--- src/rtl/amstrad_crtc.sv ---
`default_nettype none
// ==========================================================================
// amstrad_crtc : UM6845R (type 1) character-rate CRTC for the CPC gate array
// rev 1.0
// ==========================================================================
module amstrad_crtc #(
  parameter int HS_MIN   = 1,
  parameter int VS_LINES = 16
) (
  input  logic        CLK,
  input  logic        RESET,
  input  logic        CE,
  input  logic        SEL_WE,
  input  logic        DAT_WE,
  input  logic        DAT_RE,
  input  logic [7:0]  DIN,
  output logic [7:0]  DOUT,
  output logic [13:0] MA,
  output logic [4:0]  RA,
  output logic        HSYNC,
  output logic        VSYNC,
  output logic        DE
);

  localparam logic [0:0] ST_NORMAL = 1'b0;
  localparam logic [0:0] ST_ADJUST = 1'b1;
  localparam logic [3:0] HS_MIN_W  = 4'(HS_MIN);
  localparam logic [4:0] VS_END    = 5'(VS_LINES);

  // R8, R10, R11 and R3[7:4] have no observable effect on a type 1 part, so they are not held
  logic [4:0]  idx;
  logic [7:0]  r0, r1, r2, r13, r15;
  logic [3:0]  r3_hsw;
  logic [6:0]  r4, r6, r7;
  logic [4:0]  r5, r9;
  logic [5:0]  r12, r14;

  logic [7:0]  hcc, hcc_nx;
  logic [4:0]  raster, ra_nx;
  logic [6:0]  vcc, vcc_nx;
  logic [4:0]  adj, adj_nx;
  logic [3:0]  hsw, hsw_nx, hs_width;
  logic [4:0]  vsw, vsw_nx;
  logic [13:0] row_ma, row_nx, ma_nx;
  logic [0:0]  state, state_nx;
  logic        line_end, newframe, hs_nx, vs_nx, de_nx;

  always_ff @(posedge CLK) begin
    if (RESET) begin
      idx    <= 5'd0;
      r0     <= 8'd63;
      r1     <= 8'd40;
      r2     <= 8'd46;
      r3_hsw <= 4'hE;
      r4     <= 7'd38;
      r5     <= 5'd0;
      r6     <= 7'd25;
      r7     <= 7'd30;
      r9     <= 5'd7;
      r12    <= 6'h30;
      r13    <= 8'h00;
      r14    <= 6'h00;
      r15    <= 8'h00;
      DOUT   <= 8'h00;
    end else begin
      if (SEL_WE) idx <= DIN[4:0];
      if (DAT_WE) begin
        case (idx)
          5'd0:    r0     <= DIN;
          5'd1:    r1     <= DIN;
          5'd2:    r2     <= DIN;
          5'd3:    r3_hsw <= DIN[3:0];
          5'd4:    r4     <= DIN[6:0];
          5'd5:    r5     <= DIN[4:0];
          5'd6:    r6     <= DIN[6:0];
          5'd7:    r7     <= DIN[6:0];
          5'd9:    r9     <= DIN[4:0];
          5'd12:   r12    <= DIN[5:0];
          5'd13:   r13    <= DIN;
          5'd14:   r14    <= DIN[5:0];
          5'd15:   r15    <= DIN;
          default: ;
        endcase
      end
      if (DAT_RE) begin
        case (idx)
          5'd14:   DOUT <= {2'b00, r14};
          5'd15:   DOUT <= r15;
          default: DOUT <= 8'h00;
        endcase
      end
    end
  end

  always_comb begin
    if (r3_hsw == 4'd0)         hs_width = 4'd0;
    else if (r3_hsw < HS_MIN_W) hs_width = HS_MIN_W;
    else                        hs_width = r3_hsw;
  end

  // Equality compares only: a limit written below a live counter lets it run to its natural wrap
  always_comb begin
    line_end = (hcc == r0);
    hcc_nx   = line_end ? 8'd0 : hcc + 8'd1;
    ra_nx    = raster;
    vcc_nx   = vcc;
    adj_nx   = adj;
    row_nx   = row_ma;
    state_nx = state;
    newframe = 1'b0;
    if (line_end) begin
      if (state == ST_NORMAL) begin
        if (raster == r9) begin
          ra_nx = 5'd0;
          if (vcc == r4) begin
            if (r5 == 5'd0) begin
              newframe = 1'b1;
            end else begin
              state_nx = ST_ADJUST;
              adj_nx   = 5'd0;
            end
          end else begin
            vcc_nx = vcc + 7'd1;
            row_nx = row_ma + {6'd0, r1};
          end
        end else begin
          ra_nx = raster + 5'd1;
        end
      end else begin
        if (adj == r5 - 5'd1) begin
          newframe = 1'b1;
        end else begin
          ra_nx  = raster + 5'd1;
          adj_nx = adj + 5'd1;
        end
      end
    end
    if (newframe) begin
      vcc_nx   = 7'd0;
      ra_nx    = 5'd0;
      row_nx   = {r12, r13};
      state_nx = ST_NORMAL;
    end
    ma_nx = row_nx + {6'd0, hcc_nx};
    de_nx = (hcc_nx < r1) && (vcc_nx < r6) && (state_nx == ST_NORMAL);

    hs_nx  = HSYNC;
    hsw_nx = hsw;
    if (HSYNC) begin
      if ((hs_width == 4'd0) || (hsw + 4'd1 == hs_width)) hs_nx = 1'b0;
      else                                                  hsw_nx = hsw + 4'd1;
    end else if ((hcc_nx == r2) && (hs_width != 4'd0)) begin
      hs_nx  = 1'b1;
      hsw_nx = 4'd0;
    end

    vs_nx  = VSYNC;
    vsw_nx = vsw;
    if (line_end) begin
      if (VSYNC) begin
        if (vsw + 5'd1 == VS_END) vs_nx  = 1'b0;
        else                      vsw_nx = vsw + 5'd1;
      end else if ((vcc_nx == r7) && (ra_nx == 5'd0)) begin
        vs_nx  = 1'b1;
        vsw_nx = 5'd0;
      end
    end
  end

  always_ff @(posedge CLK) begin
    if (RESET) begin
      hcc    <= 8'd0;
      raster <= 5'd0;
      vcc    <= 7'd0;
      adj    <= 5'd0;
      hsw    <= 4'd0;
      vsw    <= 5'd0;
      row_ma <= 14'h3000;
      state  <= ST_NORMAL;
      MA     <= 14'h3000;
      RA     <= 5'd0;
      HSYNC  <= 1'b0;
      VSYNC  <= 1'b0;
      DE     <= 1'b0;
    end else if (CE) begin
      hcc    <= hcc_nx;
      raster <= ra_nx;
      vcc    <= vcc_nx;
      adj    <= adj_nx;
      hsw    <= hsw_nx;
      vsw    <= vsw_nx;
      row_ma <= row_nx;
      state  <= state_nx;
      MA     <= ma_nx;
      RA     <= ra_nx;
      HSYNC  <= hs_nx;
      VSYNC  <= vs_nx;
      DE     <= de_nx;
    end
  end

endmodule
`default_nettype wire
--- config.mk ---
export PLATFORM = sky130hd
export DESIGN_NAME = amstrad_crtc
export DESIGN_NICKNAME = d
export VERILOG_FILES = /design/src/rtl/amstrad_crtc.sv
export SDC_FILE = /design/constraint.sdc
export NUM_CORES = 1
export LEC_CHECK = 0
export ABC_CLOCK_PERIOD_IN_PS = 11390
export BUFFER_PORTS_ARGS = -buffer_cell sky130_fd_sc_hd__buf_4
export CAP_MARGIN = 40
export CORE_MARGIN = 2
export CORE_UTILIZATION = 42
export CTS_CLUSTER_DIAMETER = 150
export CTS_CLUSTER_SIZE = 24
export DETAILED_ROUTE_END_ITERATION = 8
export HOLD_SLACK_MARGIN = 0.08
export PLACE_DENSITY = 0.61
export REMOVE_ABC_BUFFERS = 1
export SYNTH_ARGS = -nofsm -noshare
export SYNTH_HDL_FRONTEND = slang
export SYNTH_SLANG_ARGS = --single-unit
--- constraint.sdc ---
create_clock -name CLK -period 11.39 [get_ports CLK]
set_clock_uncertainty 0.15 [all_clocks]
set_input_delay 1.139 -clock CLK [delete_from_list [all_inputs] [get_ports CLK]]
set_output_delay 1.139 -clock CLK [all_outputs]
set_load 0.01 [all_outputs]
# After elaboration in Yosys (flattened, before gate mapping)
# Cells that the tools add are included.
[totals]
output_inout_bits = 30
wordCells = 144
n_memories = 0
mem_bits_ro = 0
input_bits = 14
regBits = 166
latch_bits = 0
mem_bits_rw = 0
[classes]
n_lt_le_gt_ge = 3
reduce_logical = 32
eq_ne = 24
div_mod_pow = 0
shift = 0
add_sub_neg = 9
n_bitwise = 1
mux = 48
mul = 0
[ops]
columns = ["op", "count"]
rows = [
  ["two-way mux 14 bit", 5],
  ["two-way mux 5 bit", 13],
  ["two-way mux 7 bit", 5],
  ["adder 14 x 8 -> 14 bit", 2],
  ["AND reduction 2 bit", 14],
  ["equality test 5 x 4 -> 1 bit (second input constant)", 5],
  ["equality test 5 x 3 -> 1 bit (second input constant)", 4],
  ["two-way mux 4 bit", 5],
  ["two-way mux 1 bit", 18],
  ["equality test 8 bit", 2],
  ["one-hot mux 8 bit (2 select lines)", 1],
  ["adder 5 x 1 -> 5 bit (second input constant)", 3],
  ["zero test 5 bit", 3],
  ["equality test 7 bit", 2],
  ["equality test 5 x 2 -> 1 bit (second input constant)", 2],
  ["equality test 5 bit", 2],
  ["adder 8 x 1 -> 8 bit (second input constant)", 1],
  ["zero test 4 bit", 2],
  ["less-than comparator 8 bit", 1],
  ["two-way mux 8 bit", 1],
  ["inequality test 2 bit (second input constant)", 4],
  ["nonzero test 2 bit", 4],
  ["adder 7 x 1 -> 7 bit (second input constant)", 1],
  ["less-than comparator 7 bit", 1],
  ["13 further kinds", 16],
]

# Depth between registers and ports, before layout
# Gate-level depths: netlist of the first run.
[logic_depth]
word_depth = 11
depth_mapped = 24
mapped_depth_nobuf = 21

# Worst setup path after synthesis of the first run
# No wires, ideal clock.
[synth_path]
kind = "register to register"
start = "register r5[0]"
end = "register MA[12]"
path_buffers = 2
period_less_slack_ns = 4.636
setup_ns = 0.120
required_ns = 11.120
arrival_ns = 4.366
path_stages_with_launch = 23
path_slack_ns = 6.754
path_cell_list = "dfxtp_1 -> inv_1 -> ha_1 -> or3b_1 -> xnor2_1 -> or4_4 -> o31ai_4 -> and2_1 -> buf_2 -> clkbuf_1 -> o21ai_0 -> ha_1 -> fa_1 -> a21o_1 -> a21oi_1 -> o21bai_1 -> a21oi_1 -> o21bai_1 -> a21oi_1 -> nor4b_4 -> a311oi_1 -> a41oi_1 -> o31a_1"
[synth_between]
elab_chain_cells = 8
word_cells_on_any_way = 11
classes_between = "add/sub (2); eq/ne (1); mux (7); reduce/logical (1)"
[synth_rtl]
columns = ["element", "line", "text"]
rows = [
  ["start, declared", "35", "logic [4:0] r5, r9;"],
  ["start signal, assigned", "74", "5'd5: r5 <= DIN[4:0];"],
  ["branches (longest 4 deep; another with subtractor 5 x 1 -> 5 bit)", "n/a", ""],
  ["two-way mux 1 bit *", "112", "if (state == ST_NORMAL) begin"],
  ["two-way mux 1 bit *", "111", "if (line_end) begin"],
  ["two-way mux 14 bit *", "138", "if (newframe) begin"],
  ["net row_nx[0]", "44", "logic [13:0] row_ma, row_nx, ma_nx;"],
  ["adder 14 x 8 -> 14 bit *", "144", "ma_nx = row_nx + {6'd0, hcc_nx};"],
  ["end signal, assigned", "194", "MA <= ma_nx;"],
  ["end, declared", "18", "output logic [13:0] MA,"],
]
# Mark *: on every way through the listed nets, which the timed path passes.
# A chain may end at the register's enable or synchronous reset.

# Worst setup path in the final report of the first run
# Same ends and word-level chain as after synthesis.

==> summary by stage, run 1 <==
Placed design
The number of I/O port buffers is 43. The weighted congestion reported at the end of routability-driven placement is 0.8914. The detailed placement HPWL is approximately 15000 microns. OpenSTA, run right after detailed placement, puts the worst setup slack at between 6 and 7 ns.

Clocking
In this run the number of H-tree levels came out at 4. The count of hold-fix buffers inserted at cts is 0. The later pin in the worst-skew pair is clocked with a latency of approximately 0.44 ns. The maximum count of clock buffers along a single path is 2. CTS saw 166 sinks. In this run the clock root is driven by a clkbuf_16.

In this run the post-CTS setup repair buffer count came out at 0. The clock transition at the register clock pins on the worst setup and hold paths after CTS is ~0.07 ns. The number of clock buffers inserted by TritonCTS is 17. The clock tree from TritonCTS is done. Gates resized during post-CTS repair numbered 0.

STA
The final hold violation count came to 0. The number of slew-limit violations in the final report was 0. The worst path uses between 40% and 50% of the clock period. The highest achievable clock rate is 201.1 MHz. The accumulated negative setup slack is 0 ns. Setup slack on the critical path of the routed design comes to 6.419 ns.

The headroom to the max-slew limit is between 40% and 50%. The transition at the pin with the smallest max-transition slack is 0.7913 ns. Setup repair after global routing left no endpoint under its margin.

The final critical-path required period is about 5.0 ns. Setup violations remaining at the end of the flow were counted as 0.

Synth
The sequential share of the synthesized area is a little under two fifths. Synthesis produced a netlist whose cell count is between 1000 and 1500. The share of synthesized area in the top cell type comes to 37.31%. The number of enable-type register cells in the synthesized netlist is 0. Yosys attributes the largest share of cell area to dfxtp_1 (37%), mux2i_1 (13%), nor2_1 (6.9%), ha_1 (5.1%), xnor2_1 (4.4%).

Yosys mapped the design onto 73 distinct sky130hd cell types. The most used flip-flop cell after synthesis is dfxtp_1. The synthesized netlist occupies a cell area of 8907 sq um. The number of warnings reported in the yosys synthesis log is 0. The average instance in the mapped netlist occupies roughly 8.6 sq um.

For this run, asynchronously set or reset flops after synthesis account for 0%. The synthesized design contains ~170 register bits. Of all cell types, the one taking the most synthesized area is dfxtp_1.

Setup path
Walking the worst path, the cells encountered are inv_1, ha_1, xor2_1, nand3_1, or4_4, o31ai_4, and2_1, buf_4, o21ai_0, ha_1, fa_1, a21o_1, a21oi_1, o21bai_1, a21oi_1, o21bai_1, a21oi_1, nor4b_4, a311oi_1, a41oi_1, o31a_1. The slowest cell on the critical path is or4_4. The cell with the most instances on the worst path is a21oi_1.

The largest single stage delay on the critical path is 0.61 ns. The type of element capturing the critical path is a register. The required time reported for the critical path endpoint is around 12 ns. The worst-path maximum fanout is 25. The critical path is of the register to register type. The category of the worst setup path launch point is a register. The arrival time of data at the critical path endpoint is slightly above 5 ns.

Finish
The area growth from synthesis to final layout is 12.94%. At the end of the flow, the number of nets in the layout was roughly 1100. In the layout the commonest cells are dfxtp_1 (166), nor2_1 (164), mux2i_1 (113), nand2_1 (93), a21oi_1 (54).

The most common library cell in the layout ignoring fill and taps is dfxtp_1. The share of cells above drive strength 1 is 9.542%. The number of inserted diodes is 0.

Route
Wires add up to roughly 22000 microns. The routed wire length per instance is 16.42 microns. The length of the first detailed-routing pass in iterations is 5. The antenna violation net count after detailed routing is 0. The detailed-route via count is approximately 7200. The detailed router finished its first iteration with approximately 450 violations.

The DRC violations left is 0. The vias per cell is between 5 and 6.

Floorplanning
The effective utilization at floorplan is between 40% and 50%. Measured along the y axis, the die boundary spans ~150 microns. The width of the die is 149.6 microns. The die area is about 22000 sq um.

The total area inside the core boundary comes to between 20000 and 25000 sq um. The I/O pin count is 44. The floorplan row count is 53.

Outcome
The run finished with clean final reports.

GRT
After global routing the overflow that remains totals 0. The total global-route track usage is 20.63%. The first global-routing pass estimated 36160 microns of wire. The number of antenna violations at the first check in global routing is 0. The pin count of the biggest net entering global routing is 50. The number of global-route vias before repair came to 6827.

Worst hold path
The worst hold path belongs to the class register to register.

Run
The tool flagged a number of max-cap violations equal to 0.

Power and ir drop
The leakage power of the design is between 4 and 5 nW. Power spread over the standard cell area amounts to between 100 and 150 nW/um^2. The worst IR drop on VDD is ~0.089 mV.
==> cell families (layout without fill, tap and decap cells) <==
| group | count (synthesis) | after routing | synth area share (%) |
|---|---|---|---|
| AOI/OAI and AO/OA | 162 | 162 | 11.98 |
| xor gates and xnor gates | 76 | 76 | 7.627 |
| adders and majority gates | 38 | 38 | 5.506 |
| buffers and inverters | 79 | 113 | 3.456 |
| DFF | 166 | 166 | 37.31 |
| muxes | 114 | 114 | 12.95 |
| and+or+nand+nor | 400 | 400 | 21.17 |
==> per-layer routing <==
layer | GRT usage [%] | vias to the layer above | share of wire, %
li1 | - | 3672 | -
met1 | 28.12 | 3380 | 49
met2 | 33.35 | 103 | 47
met3 | 3.994 | 25 | 2.7
met4 | 5.619 | 0 | 1.5
met5 | 0 | - | 0
==> worst max-delay path, delay by kind of cell (launching register included) <==
| kind | cells | cell delay [ns] |
|---|---|---|
| xor+xnor | 1 | 0.16 |
| simple gates | 4 | 0.98 |
| buf+inv | 2 | 0.34 |
| fa+ha+maj | 3 | 0.95 |
| compound gates | 11 | 1.91 |
| flops | 1 | 0.38 |
==> stage by stage <==
stage	instances	cell area, sq um	util, %	total power, W	hold WS (ns)
floorplan	984	8705	-	0.0006477	0.2911
global placement	1308	9417	45.08	0.0006870	0.3085
detailed placement	1312	9464	45.31	0.0006891	0.3121
CTS	1344	10060	48.16	0.001275	0.3292
global route	1344	10060	48.16	0.001305	0.3550
finish	1344	10060	48.16	0.001264	0.3243
==> power by group <==
group | total (W) | switching, W | internal [W] | leakage (nW)
combinational | 0.0000766 | 0.0000482 | 0.0000284 | 2.54
clock | 0.000588 | 0.000271 | 0.000318 | 0.287
sequential | 0.000599 | 0.00000896 | 0.000590 | 1.34
==> flip-flops by register name, summed over array words and instances, names as in the netlist, 4 cells and up <==
register / count
r3_hsw: 4
DOUT: 8
r15: 8
raster: 5
MA: 14
r2: 8
r4: 7
row_ma: 14
adj: 5
hcc: 8
r6: 7
idx: 5
r9: 5
r13: 8
r5: 5
vsw: 5
r1: 8
hsw: 4
r0: 8
r7: 7
r14: 6
vcc: 7
r12: 6
==> final timing paths <==
path / startpoint / end / slack (ns) / depth (start not counted)
max: r5[0] / MA[12] / 6.42 / 21
min: DOUT[7] / DOUT[7] / 0.32 / 2
max reg2reg: r5[0] / MA[12] / 6.42 / 21
min reg2reg: DOUT[7] / DOUT[7] / 0.32 / 2
==> cell type report <==
| cell class | count | area (sq um) |
|---|---|---|
| flip-flops and latches | 166 | 3323 |
| repair buffers | 53 | 415.4 |
| well taps | 275 | 344.1 |
| inverters | 28 | 105.1 |
| clock inverters | 14 | 156.4 |
| clock buffers | 18 | 439.2 |
| multi-input cells | 790 | 5276 |
| fillers | 2055 | 10830 |
==> synth_stat cells, drive strengths merged, types with 3 or more instances <==
| master | count |
|---|---|
| or3 | 6 |
| nand2b | 10 |
| nand2 | 93 |
| inv | 28 |
| dfxtp | 166 |
| and3 | 7 |
| or4 | 4 |
| a211oi | 14 |
| nor4 | 10 |
| nor2b | 6 |
| and2 | 9 |
| o31a | 3 |
| and4 | 3 |
| o21ai | 28 |
| o311ai | 3 |
| clkbuf | 41 |
| o211ai | 5 |
| xor2 | 30 |
| a31oi | 4 |
| o21a | 8 |
| o21bai | 6 |
| ha | 36 |
| nor3 | 22 |
| nand4 | 14 |
| or2 | 3 |
| a21o | 6 |
| xnor2 | 45 |
| nand3 | 36 |
| a22oi | 6 |
| mux2i | 113 |
| a21oi | 54 |
| or4b | 3 |
| o31ai | 4 |
| nor3b | 4 |
| buf | 10 |
| nor2 | 164 |
No activity file was read; power rests on OpenSTA's default activity.
==> run 2: changes to the inputs <==
--- a/config.mk
+++ b/config.mk
@@ -5,7 +5,8 @@
 export SDC_FILE = /design/constraint.sdc
 export NUM_CORES = 1
 export LEC_CHECK = 0
-export ABC_CLOCK_PERIOD_IN_PS = 11390
+export ABC_AREA = 1
+export ABC_CLOCK_PERIOD_IN_PS = 4700
 export BUFFER_PORTS_ARGS = -buffer_cell sky130_fd_sc_hd__buf_4
 export CAP_MARGIN = 40
 export CORE_MARGIN = 2
==> constraint.sdc (replaced) <==
create_clock -name CLK -period 4.7 [get_ports CLK]
set_clock_uncertainty 0.15 [all_clocks]
set_input_delay 0.47 -clock CLK [delete_from_list [all_inputs] [get_ports CLK]]
set_output_delay 0.47 -clock CLK [all_outputs]
set_load 0.01 [all_outputs]
==> run 2 against run 1 <==
  * Via count is 19% higher
  * Critical path depth up 7
  * Count of clock-buffer cells in the layout up 3
  * Die area grew 2.4%
  * Sequential share of layout area is 0.57 points lower
  * Cell count increased by 24%
  * Synthesized cell count increased by 31%
  * Final area rose by 1.8%
  * Combinational power rose to 5.2 times the previous value
  * Non-clock buffer count stayed put
==> summary by stage, run 2 <==
Finish
The final standard cell count with taps included and fillers excluded is about 1700. The number of antenna diodes in the final layout is 0. The number of nets in the final layout is roughly 1400.

In the final layout, the multi-input gates occupy between 4000 and 5000 sq um. The area growth from synthesis to final layout is 12.18%. After routing the design area is ~10000 sq um. The most common library cell in the layout ignoring fill and taps is nand2_1. The top cell types in the final layout, fill and taps aside, are nand2_1 (256), inv_1 (180), dfxtp_1 (166), nor2_1 (165), o21ai_0 (151). The largest registers in the layout are MA x14, row_ma x14. The filler cells instantiated in the layout total around 2200. In the final layout, flip-flops and latches occupy about 3300 sq um. The share of cells above drive strength 1 is 8.790%.

STA
The worst path needs slightly above 4 ns of the cycle, external delays included. The smallest setup slack after layout is a little over 0.6 ns. The highest achievable clock rate is roughly 250 MHz.

After routing, the total negative slack on setup checks comes to 0 ns. The final hold violation count is 0. In the finished design, the share of the clock period the worst path needs comes to between 80% and 90%. At the pin with the least slew margin, the transition time is 0.7160 ns. In this run the tightest slew margin relative to its limit is between 50% and 60%. Setup repair after global routing left no endpoint under its margin. Setup violations remaining at the end of the flow were counted as 0.

The number of slew-limit violations in the final report is 0.

Floorplanning
44 I/O pins were placed. Once the floorplan was initialized, standard cells occupied between 40% and 50% of the core. The width of the die is 151.4 microns. The die area is around 23000 sq um.

The total area inside the core boundary comes to ~21000 sq um. The initialized floorplan defines 53 standard-cell rows. The floorplan step set the die height to between 150 and 200 microns.

Power and ir drop
In this run the static leakage power is ~4.8 nW. The worst IR drop on VDD is ~0.23 mV. The power density of the placed cells is 320.3 nW/um^2.

The power consumption is around 0.0033 W.

Clocking
In this run the clock root is driven by a clkbuf_16. The clock passes through at most 2 buffers. At the later pin of the worst-skew pair, clock insertion delay measures between 0.4 and 0.5 ns.

The maximum level of the CTS H-tree is 4. The number of clock buffers inserted by TritonCTS is 17. The clock net in this run drives a total of ~170 sinks. In this run the post-CTS setup repair buffer count came out at 0. TritonCTS built the clock tree. The clock transition at the register clock pins on the worst setup and hold paths after CTS is roughly 0.07 ns.

Synth
By count the netlist is led by nand2_1 (256), inv_1 (181), dfxtp_1 (166), nor2_1 (165), o21ai_0 (152). Synthesis inferred around 170 register bits. The synthesized design contains 0 enable-type register cells.

The async set-or-reset flop fraction in the synthesized netlist is 0%. The portion of netlist area occupied by mux cells is 0%. The sequential share of the synthesized area is 36.42%. Yosys attributes the largest share of cell area to dfxtp_1 (36%), nand2_1 (11%), o21ai_0 (8.3%), inv_1 (7.4%), nor2_1 (6.8%). Among all flip-flop cells after synthesis, the most frequent one is dfxtp_1.

The number of warnings reported in the yosys synthesis log is 0. Summing every instance area after synthesis gives 9125 sq um. After Yosys synthesis, and, or, nand and nor cells account for a little over a quarter of the synthesized area. The post-synthesis area per instance is about 6.8 sq um. The synthesized instance count is 1351. The unique cell type count in the Yosys netlist is between 40 and 50. The fraction of the mapped netlist area in adder cells is 5.375%. The area share of the leading cell type in the synthesized netlist is between 30% and 40%. The post-synthesis xor/xnor area fraction is 3.743%.

By area, the combinational part of the netlist is dominated by simple AND/OR/NAND/NOR gates. The synthesized netlist devotes between 10% and 20% of its cell area to compound gates. The synthesized design spends more area on one cell type than any other, namely dfxtp_1. Yosys instantiated no cell more often than nand2_1.

Placed design
The count of buffers added on input and output ports is between 40 and 50. The placed standard-cell area is 9666 sq um. The minimum setup slack after placement is roughly 0.58 ns. The number of placed instances, taps included, is ~1600.

The detailed placement HPWL is approximately 17000 microns. Routability-driven placement finished with a final weighted congestion of just under 0.9.

Setup path
Data on the critical path is required at its endpoint by around 5 ns. Among the stages of the critical path, the cell type that occurs most often is nand2_1. On the worst path, the slowest cell contributes a delay of roughly 0.37 ns.

The worst setup path is launched from a register. Of all nets on the critical path, the largest fanout is 16. Data on the critical path arrives at its endpoint at around 4.3 ns. Among all stages on the critical path, the largest delay is contributed by dfxtp_1. The worst setup path is captured at a register. The critical path in this run is classified as register to register.

Route
The first routing iteration left between 500 and 600 violations. The DRC violations left is 0. Dividing the detail-routed wire length by the instance count gives about 15 microns. Once detail routing completed, the nets flagged for antenna violations numbered 0. The overall routed net length is about 24000 microns. For this run, the detailed router's first-pass iteration total came to 5.

The vias per cell is 5.158. The detailed-route via count is ~8600.

GRT
The pin count of the biggest net entering global routing is 72. The first global-routing pass estimated a little under 40000 microns of wire. Global routing consumed, over all layers together, approximately 22% of the routing resources. The number of antenna violations at the first check in global routing is 0. The number of global-route vias before repair is a little under 8000.

The final global-route overflow total is 0.

Outcome
The flow ran to the end, and the final reports show no timing, DRC or antenna violations.

Run
Max-cap violations in this run came to 0.

Worst hold path
The class of the tightest hold or removal check is input pin to register.
-- run 2: cell type report --
cell class | count | area share, %
multi-input combinational | 946 | 47.61
sequential | 166 | 32.47
inverter | 191 | 7.004
clock buffer | 21 | 4.400
timing repair buffer | 53 | 3.985
tap | 275 | 3.361
clock inverter | 11 | 1.173
-- run 2: stage by stage --
step	hold slack (ns)	utilization [%]
after global placement	0.2832	45.57
after CTS	0.1262	48.39
after detailed placement	0.2893	45.69
final	0.1429	48.39
after global routing	0.1446	48.39
after floorplan	0.2766	-
-- run 2: routing by layer --
metal  vias to the layer above  wire, microns  global-route usage, %
li1                       4433              -                      -
met1                      3938          11310                  28.84
met2                       177          11430                  37.96
met4                         0            399                  6.121
met3                        29           1101                  3.584
met5                         -              0                      0
-- run 2: kinds of logic after synthesis --
| logic type | after synthesis |
|---|---|
| buffers and inverters | 239 |
| xor gates and xnor gates | 39 |
| DFF | 166 |
| and+or+nand+nor | 560 |
| AOI/OAI and AO/OA | 309 |
| adders and majority gates | 38 |
-- run 2: power by group --
part	internal, W	switching [W]	leakage, nW
Sequential	0.00146	0.0000452	1.35
Combinational	0.000144	0.000253	3.18
Clock	0.000755	0.000621	0.278
Total	0.00236	0.000920	4.81
-- run 2: final timing paths --
check        slack, ns  endpoint  startpoint  cells past startpoint
max reg2reg       0.62    MA[11]       r5[0]                     28
min               0.14   DOUT[7]      DAT_RE                      2
max               0.62    MA[11]       r5[0]                     28
min reg2reg       0.30    r14[1]      r14[1]                      2
-- run 2: timing repair --
action / 4_1_cts / 5_1_grt
resized for setup: 0 / 1
hold buffers: 0 / 0
setup endpoints to repair: 0 / 1
-- run 2: worst max-delay path, delay by kind of cell (launching register included) --
kind	cells	cell delay, ns
flops	1	0.37
buf+inv	6	0.40
fa+ha+maj	2	0.65
simple gates	14	1.47
compound gates	6	0.95
==> run 3: changes to the inputs <==
--- a/config.mk
+++ b/config.mk
@@ -10,12 +10,12 @@
 export BUFFER_PORTS_ARGS = -buffer_cell sky130_fd_sc_hd__buf_4
 export CAP_MARGIN = 40
 export CORE_MARGIN = 2
-export CORE_UTILIZATION = 42
+export CORE_UTILIZATION = 40
 export CTS_CLUSTER_DIAMETER = 150
 export CTS_CLUSTER_SIZE = 24
 export DETAILED_ROUTE_END_ITERATION = 8
 export HOLD_SLACK_MARGIN = 0.08
-export PLACE_DENSITY = 0.61
+export PLACE_DENSITY = 0.59
 export REMOVE_ABC_BUFFERS = 1
 export SYNTH_ARGS = -nofsm -noshare
 export SYNTH_HDL_FRONTEND = slang
==> run 3 against run 2 <==
  * Sequential power is essentially flat
  * Register-to-register slack got worse by 0.06 ns
  * Worst setup slack worse by 0.058 ns
  * Fmax is 1.4% lower
  * Via count decreased by 2.1%
  * Cell count grew 0.42%
  * Sequential share of layout area fell by 0.063 points
  * Clock power increased by 6%
  * Sequential cell count stayed put
  * Count of clock-buffer cells in the layout shrank 3
  * Total power grew 2.4%
  * First-iteration DRC count down 4.6%
  * Critical path type unchanged
  * Critical endpoint is now MA[13]
==> summary by stage, run 3 (synthesis results as in run 2) <==
Clocking
The longest clock path from root to sink contains 2 buffers. The root buffer cell is clkbuf_16. After clock tree synthesis, the setup repair step added 0 buffers. The H-tree generated during clock tree synthesis spans 4 levels. The count of hold-fix buffers inserted at cts is 0. The clock insertion delay at the later pin of the skew report is 0.43 ns. The number of clock sinks is 166. The clock transition at the register clock pins on the worst setup and hold paths after CTS is 0.07 ns. The clock tree from TritonCTS is done.

Gates resized during post-CTS repair numbered 0. The number of clock buffers inserted by TritonCTS is 17.

STA
Setup repair after global routing left no endpoint under its margin. The headroom to the max-slew limit is 46.09%. The accumulated negative setup slack is 0 ns.

The number of slew-limit violations in the final report is 0. The transition at the pin with the smallest max-transition slack is between 0.8 and 0.9 ns. The number of setup violations in the final report is 0. The portion of the clock cycle consumed by the worst path in the final layout is 87.99%. The final critical-path required period is about 4.1 ns.

The final hold violation count was 0. The highest achievable clock rate is roughly 240 MHz.

Floorplanning
The chip height is between 150 and 200 microns. The die is 155.0 microns wide. The initial utilization of the core area, before any placement, comes to 40.55%. The floorplan step defined a die boundary enclosing 24040 sq um. The total core area is between 20000 and 25000 sq um.

During I/O placement, the number of pins put on the boundary was 44. The floorplan has 55 rows.

Route
The DRC violations left is 0. The routed wire length per instance is approximately 15 microns. After detailed routing, the number of vias per cell comes to just over 5. The overall routed net length is 24260 microns. The number of DRC markers in iteration 0 is 520. The length of the first detailed-routing pass in iterations is 5. The routed layout has between 8000 and 9000 vias. The antenna violation net count after detailed routing is 0.

Finish
The area growth from synthesis to final layout is 12.40%. The top cell types in the final layout, fill and taps aside, are nand2_1 (256), inv_1 (180), dfxtp_1 (166), nor2_1 (165), o21ai_0 (152). The post-layout utilization of the core is approximately 46%. Summing all multi-input logic gate instances after layout gives 4873 sq um. In the final layout, the registers with the most flip-flops are MA x14, row_ma x14. The net count of the finished layout is 1426.

The number of antenna diodes in the final layout is 0. The area used by sequential logic in the layout is about 3300 sq um. Summing all non-filler instances in the final layout gives an area of 10260 sq um.

The layout has roughly 2300 filler cells. The post-route netlist has just under 9% of its cells at a drive strength greater than 1. The most common library cell in the layout ignoring fill and taps is nand2_1.

Setup path
The gate family responsible for the most delay along the worst path is simple AND/OR/NAND/NOR gates. The number of cells traversed by the worst register-to-register path is 27. Of all nets on the critical path, the largest fanout is 15.

For this run, the slowest stage of the critical path takes approximately 0.37 ns. At the worst endpoint, the arrival time is roughly 4.3 ns. The type of the worst setup path is register to register.

The count of buffering cells on the critical path with inverters included is 5. The slowest cell on the critical path is dfxtp_1. STA puts the critical path data required time at roughly 4.9 ns. The worst register-to-register path has a setup slack of approximately 0.56 ns. Counting buffers and inverters, the worst setup path is 27 cells deep. The endpoint identified for the worst register-to-register timing path is MA[13]. STA classifies the critical path startpoint as a register.

The cell with the most instances on the worst path is nand2_1. The startpoint identified for the worst register-to-register timing path is r5[0]. The type of element capturing the critical path is a register.

GRT
The wire length of the first global-routing pass is 39730 microns. The most used routing layer in global routing is met2. The global-route track usage on met3 is under 10%. The number of antenna violations at the first check in global routing is 0. The met2 track demand over resource is about a third.

The number of global-route vias before repair is 7696. The pin count of the biggest net entering global routing is 51. For this run the aggregate overflow at the end of global routing stands at 0.

The global routing usage on met1 is about 28%. Across every metal layer, demand over resource in global routing totals between 20% and 30%.

Placed design
Port buffering added 43 buffers. The detailed placement HPWL is about 17000 microns. In this run the cell area measured after placement is a little under 10000 sq um. At the end of routability-driven placement, the weighted congestion stood at 0.8710.

Run
Across the run, the number of max-cap violations was 0.

Power and ir drop
The power density of the placed cells is around 330 nW/um^2. For this design the static power due to leakage is between 4 and 5 nW. The worst IR drop on VDD is 0.2380 mV. The power consumption is about 0.0034 W.

Worst hold path
The startpoint identified for the worst hold timing path is DAT_RE. Counting instances, the worst hold path has a depth of 2. The path with the worst hold slack has its endpoint at DOUT[6]. The class of the tightest hold or removal check is input pin to register.

Outcome
The flow ran to the end, and the final reports show no timing, DRC or antenna violations.
## run 3: cell types whose count changed in the layout (fill, tap and decap cells not counted)
cell        previous run  this run
clkbuf_1               3         1
clkinvlp_4             0         4
bufinv_16              1         3
buf_12                 1         0
o21ai_1                2         1
o21ai_0              151       152
inv_6                  1         3
clkbuf_8               1         0
clkinv_4               8         0
inv_8                  1         2
## run 3: worst max path at each step
stage               slack [ns]  endpoint  start
floorplan                 1.05    MA[13]  r5[0]
global placement          0.71    MA[13]  r5[0]
detailed placement        0.61    MA[13]  r5[0]
CTS                       0.58    MA[13]  r5[0]
global route              0.12    MA[13]  r5[0]
finish                    0.56    MA[13]  r5[0]
## run 3: power breakdown
part	internal (W)	switching, W
registers	0.00146	0.0000444
clock network	0.000843	0.000620
logic	0.000142	0.000251
total	0.00244	0.000916
## run 3: layer usage
metal | wire length [microns] | vias up
met4 | 499 | 0
met5 | 0 | -
met2 | 11180 | 139
met1 | 11690 | 3799
li1 | - | 4430
met3 | 897 | 28
## run 3: final cells by class
class	count	area share [%]
Clock buffer	18	4.184
Clock inverter	12	1.647
Multi-Input combinational cell	946	47.52
Timing Repair Buffer	52	3.782
Sequential cell	166	32.40
Tap cell	285	3.477
Inverter	191	6.990
## run 3: stage by stage
step	setup WS (ns)	cells	hold WS (ns)
after floorplan	1.047	1303	0.2766
after global placement	0.7139	1639	0.2843
after detailed placement	0.6094	1640	0.2911
after CTS	0.5837	1670	0.1453
after global routing	0.1213	1670	0.1804
final	0.5644	1670	0.1532
